### src/rtl/and_gate_monitor_if.sv
// Observation bundle between a stimulus driver (master) and the AND-datapath monitor (slave).
// The master drives start/a/b/q; the monitor returns status, counters and first-error capture.
interface and_gate_monitor_if #(
  parameter int CNT_W = 8
);
  logic             start;
  logic             a;
  logic             b;
  logic             q;
  logic             busy;
  logic             done;
  logic             pass;
  logic [CNT_W-1:0] chk_cnt;
  logic [CNT_W-1:0] err_cnt;
  logic [2:0]       first_err_vec;
  logic [CNT_W-1:0] first_err_idx;
  logic [3:0]       cov;

  modport master (
    output start, a, b, q,
    input  busy, done, pass, chk_cnt, err_cnt, first_err_vec, first_err_idx, cov
  );

  modport slave (
    input  start, a, b, q,
    output busy, done, pass, chk_cnt, err_cnt, first_err_vec, first_err_idx, cov
  );
endinterface

### src/rtl/and_gate_monitor.sv
// Checks q against a & b for SAMPLE_N cycles per run; reports pass, counts and first failing vector.
// Define MON_COV_EN to track {a,b} coverage and require full coverage for pass.
module and_gate_monitor #(
  parameter int SAMPLE_N = 16,
  parameter int CNT_W    = 8
) (
  input logic               clk,
  input logic               reset,
  and_gate_monitor_if.slave mon
);

  typedef enum logic [1:0] {
    IDLE = 2'd0,
    RUN  = 2'd1,
    DONE = 2'd2
  } state_t;

  localparam logic [CNT_W-1:0] LAST_IDX = CNT_W'(SAMPLE_N - 1);
  localparam logic [CNT_W-1:0] SAT_MAX  = {CNT_W{1'b1}};

  state_t           state_q, state_d;
  logic [CNT_W-1:0] chk_q, chk_d;
  logic [CNT_W-1:0] err_q, err_d;
  logic [2:0]       fvec_q, fvec_d;
  logic [CNT_W-1:0] fidx_q, fidx_d;
  logic             mismatch;
  logic             cov_ok;

  // Case inequality so an X or Z on q is flagged in simulation.
  assign mismatch = (mon.q !== (mon.a & mon.b));

`ifdef MON_COV_EN
  logic [3:0] cov_q, cov_d;
  assign cov_ok  = (cov_q == 4'b1111);
  assign mon.cov = cov_q;
`else
  assign cov_ok  = 1'b1;
  assign mon.cov = 4'b0000;
`endif

  always_comb begin
    state_d = state_q;
    chk_d   = chk_q;
    err_d   = err_q;
    fvec_d  = fvec_q;
    fidx_d  = fidx_q;
`ifdef MON_COV_EN
    cov_d   = cov_q;
`endif
    case (state_q)
      IDLE, DONE: begin
        if (mon.start) begin
          state_d = RUN;
          chk_d   = '0;
          err_d   = '0;
          fvec_d  = '0;
          fidx_d  = '0;
`ifdef MON_COV_EN
          cov_d   = '0;
`endif
        end
      end
      RUN: begin
        chk_d = chk_q + 1'b1;
        if (mismatch) begin
          if (err_q != SAT_MAX) err_d = err_q + 1'b1;
          // err_q only leaves zero on a mismatch and never wraps, so zero marks the first one.
          if (err_q == '0) begin
            fvec_d = {mon.a, mon.b, mon.q};
            fidx_d = chk_q;
          end
        end
`ifdef MON_COV_EN
        cov_d = cov_q | (4'b0001 << {mon.a, mon.b});
`endif
        if (chk_q == LAST_IDX) state_d = DONE;
      end
      default: state_d = IDLE;
    endcase
  end

  always_ff @(posedge clk) begin
    if (reset) begin
      state_q <= IDLE;
      chk_q   <= '0;
      err_q   <= '0;
      fvec_q  <= '0;
      fidx_q  <= '0;
`ifdef MON_COV_EN
      cov_q   <= '0;
`endif
    end else begin
      state_q <= state_d;
      chk_q   <= chk_d;
      err_q   <= err_d;
      fvec_q  <= fvec_d;
      fidx_q  <= fidx_d;
`ifdef MON_COV_EN
      cov_q   <= cov_d;
`endif
    end
  end

  assign mon.busy          = (state_q == RUN);
  assign mon.done          = (state_q == DONE);
  assign mon.pass          = (state_q == DONE) && (err_q == '0) && cov_ok;
  assign mon.chk_cnt       = chk_q;
  assign mon.err_cnt       = err_q;
  assign mon.first_err_vec = fvec_q;
  assign mon.first_err_idx = fidx_q;

endmodule

### src/flat_wrapper.sv
// flat-port wrapper written by rule: the top's interface ports become plain ports
module and_gate_monitor_flat 
#(
  parameter int SAMPLE_N = 16,
  parameter int CNT_W    = 8
)
  (clk, reset, mon_start, mon_a, mon_b, mon_q, mon_busy, mon_done, mon_pass, mon_chk_cnt, mon_err_cnt, mon_first_err_vec, mon_first_err_idx, mon_cov);
  and_gate_monitor_if #(.CNT_W(CNT_W)) mon_i ();
  input logic clk;
  input logic reset;
  input wire logic [$bits(mon_i.start)-1:0] mon_start;
  input wire logic [$bits(mon_i.a)-1:0] mon_a;
  input wire logic [$bits(mon_i.b)-1:0] mon_b;
  input wire logic [$bits(mon_i.q)-1:0] mon_q;
  output wire logic [$bits(mon_i.busy)-1:0] mon_busy;
  output wire logic [$bits(mon_i.done)-1:0] mon_done;
  output wire logic [$bits(mon_i.pass)-1:0] mon_pass;
  output wire logic [$bits(mon_i.chk_cnt)-1:0] mon_chk_cnt;
  output wire logic [$bits(mon_i.err_cnt)-1:0] mon_err_cnt;
  output wire logic [$bits(mon_i.first_err_vec)-1:0] mon_first_err_vec;
  output wire logic [$bits(mon_i.first_err_idx)-1:0] mon_first_err_idx;
  output wire logic [$bits(mon_i.cov)-1:0] mon_cov;
  assign mon_i.start = mon_start;
  assign mon_i.a = mon_a;
  assign mon_i.b = mon_b;
  assign mon_i.q = mon_q;
  assign mon_busy = mon_i.busy;
  assign mon_done = mon_i.done;
  assign mon_pass = mon_i.pass;
  assign mon_chk_cnt = mon_i.chk_cnt;
  assign mon_err_cnt = mon_i.err_cnt;
  assign mon_first_err_vec = mon_i.first_err_vec;
  assign mon_first_err_idx = mon_i.first_err_idx;
  assign mon_cov = mon_i.cov;
  and_gate_monitor #(.SAMPLE_N(SAMPLE_N), .CNT_W(CNT_W)) u_core (.clk(clk), .reset(reset), .mon(mon_i));
endmodule
### config.mk
export PLATFORM = sky130hd
export DESIGN_NAME = and_gate_monitor_flat
export DESIGN_NICKNAME = d
export VERILOG_FILES = /design/src/rtl/and_gate_monitor_if.sv /design/src/rtl/and_gate_monitor.sv /design/src/flat_wrapper.sv
export SDC_FILE = /design/constraint.sdc
export NUM_CORES = 1
export LEC_CHECK = 0
export ABC_AREA = 1
export BUFFER_PORTS_ARGS = -buffer_cell sky130_fd_sc_hd__buf_2
export CORE_AREA = 5 5 62 64
export CTS_CLUSTER_DIAMETER = 80
export DETAILED_ROUTE_END_ITERATION = 7
export DIE_AREA = 0 0 67 69
export PLACE_DENSITY = 0.76
export SYNTH_ARGS = -nofsm -noshare
export SYNTH_HDL_FRONTEND = slang
export SYNTH_SLANG_ARGS = --single-unit
### constraint.sdc
create_clock -name clk -period 1.38 [get_ports clk]
set_input_delay 0.276 -clock clk [delete_from_list [all_inputs] [get_ports clk]]
set_output_delay 0.276 -clock clk [all_outputs]
set_load 0.05 [all_outputs]
==> reports/metrics.yaml <==
timing:
  rsz0062_at_grt: "true"
  fin_crit_sh: 1.235
  hold_viol: 0
  min_period_ps: 1704
  fmax_ghz: 0.5867
  setup_viol: 15
  fin_tns_setup_ps: -2593
  drv_slew: 0
  worst_slack_ps: -324.5
  clock_skew_ps: 10.59
logic_synthesis:
  synth_top_cell_area_share: 0.3651
  syn-cell-area_um2: 1590
  post-synth-top-count-cell: "nand2_1"
  ys_ff_latch: 29
  syn-instance-count: 247
  yosysSeqAreaShare: 0.3651
  yosysTopAreaCell: "dfxtp_1"
  ys_dominant_reg_cell: "dfxtp_1"
  yosys-top-cells-count: "74 x nand2_1, 43 x nor2_1, 29 x dfxtp_1"
  syn-mean-instance-area_um2: 6.438
  synth_enable_flop_cells: 0
  synth_cell_types: 28
  synthTopCellsByArea: "dfxtp_1 37%, nand2_1 17%, nor2_1 10%, nand3_1 5.7%, a21oi_1 5.0%"
  synth_warnings: 0
  async_reset_ff_frac: 0
global_routing:
  grt_use_total: 0.1819
  grt_pass1_vias: 1466
  use_met2: 0.2707
  grt_pass1_wl_mm: 6.555
  grt_max_degree: 13
  antenna_found_initial: 0
  grtUsageMet3: 0.04058
  grt_busiest_layer: "met2"
  overflow: 0
  grtUsageMet1: 0.2440
setup_path:
  setup.worst_path.start_class: "register"
  rrSetupSlack_ps: -230
  crit_required_ps: 1100
  crit_arrival_ps: 1430
  cp-end-kind: "primary output"
  critPathKind: "register to primary output"
  cp_max_fo: 2
floorplan:
  die_w_um: 67
  num_io_pins: 40
  rows: 21
  dieArea_um2: 4623
  dieHeight_um: 69
  coreArea_um2: 3232
  start_util: 0.4921
clock_tree:
  clkTransAtPathRegs_ps: 90
  numCtsBuffers: 5
  clockBufferDepth: 2
  cts.htree.levels: 2
  cts_tree: "yes"
  clk_latency_ps: 350
  postCtsHoldBufs: 0
  clockRootBuffer: "clkbuf_4"
  cts.sinks: 29
route:
  drc: 0
  initialDrtViolationCount: 128
  ant_nets: 0
  wl_per_cell_um: 13.24
  num_vias: 1858
  via_per_inst: 5.161
  postRouteWirelength_mm: 4.766
  first_pass_iters: 4
placement:
  io_buffers: 35
  place_congestion: 0.9055
  hpwl_mm: 2.872
finish:
  diodes: 0
  seq_area_um2: 613.1
  fill_cells: 228
  multi_input_area_um2: 1076
  drive_above_1_share: 0.4490
  synthToLayoutAreaGrowth_pct: 55.15
  fin_nets: 322
status:
  violations: "setup timing"
  status: "finished, violations left"
job:
  drv_cap: 0
pwr:
  vdd_ir_drop_max_uv: 663.6
  power.density_nw_per_um2: 1084
  cellLeakagePower_uw: 0.001131
  power.total_uw: 2674
min_path:
  holdCritPathClass: "primary input to register"
## through the flow
stage / setup slack, ps / utilization / std cells / hold slack (ps) / instance area, um2
global placement: -78.54 / 0.6187 / 344 / 442.5 / 1999
finish: -324.5 / 0.7635 / 360 / 208.4 / 2467
global route: -431.8 / 0.7635 / 360 / 207.8 / 2467
detailed placement: -98.65 / 0.6187 / 344 / 454.3 / 1999
floorplan: -180.9 / - / 250 / 448.1 / 1659
CTS: -321.0 / 0.6810 / 356 / 199.1 / 2201
## critical path: stages (launching register included)
cell	delay [ps]
dfxtp_4	360
inv_4	60
ha_4	120
nand2_2	50
nor2_2	90
nand2_2	90
nor3_4	140
buf_6	180
## state kept, by name, summed over array words and instances, names as in the netlist
name,cells
u_core.mon.chk_cnt,8
u_core.mon.err_cnt,8
u_core.mon.first_err_idx,8
u_core.mon.first_err_vec,3
u_core.state_q,2
## layer usage
layer / share of wire / wire length (um)
met4: 0.030 / 145
met3: 0.088 / 420
met1: 0.40 / 1900
met2: 0.48 / 2300
met5: 0 / 0
## path summary, 6_finish.rpt
| check | from | to | depth (start not counted) |
|---|---|---|---|
| worst max-delay path | u_core.mon.err_cnt[1] | mon_pass | 7 |
| worst min-delay path | mon_start | u_core.state_q[1] | 4 |
| worst max register to register | u_core.mon.err_cnt[1] | u_core.mon.first_err_idx[7] | 13 |
| worst min register to register | u_core.mon.first_err_idx[4] | u_core.mon.first_err_idx[4] | 2 |
## final cells by class
cell class,count,area share
clock inverter,2,0.01420
clock buffer,6,0.02535
multi-input combinational,184,0.4361
timing repair buffer,67,0.2039
tap,46,0.02333
sequential,29,0.2485
inverter,26,0.04868
## logic make-up after synthesis
| kind of cell | synth area share |
|---|---|
| other cells | 0.002358 |
| simple gates | 0.3942 |
| compound gates | 0.09913 |
| buf+inv | 0.1157 |
| flops | 0.3651 |
| fa+ha+maj | 0.02361 |
## timing repair
item,in CTS,in global routing
gates resized for setup,22,59
setup buffers,4,3
pin swaps,7,30
cloned,0,1
endpoints found under the setup margin,22,32
## power by group
| part | internal, uW | switching (uW) |
|---|---|---|
| Combinational | 326 | 597 |
| Sequential | 895 | 38.6 |
| Clock | 488 | 328 |
| Total | 1710 | 964 |
## cell usage in the layout, fill, tap and decap left out, drive strengths merged
master  netlist  final
ha            3      3
nand4         3      3
a211oi        1      1
nand3        19     20
buf           8     60
dfxtp        29     29
nor2         44     44
nor3b         1      1
bufinv        0      1
a41oi         1      1
conb          1      4
nand2        78     78
clkbuf        4     13
a21oi        17     17
inv          25     25
o21bai        2      2
nor3          4      4
clkinv        1      2
o21ai         6      6
Power figures use the tool's default switching activity.
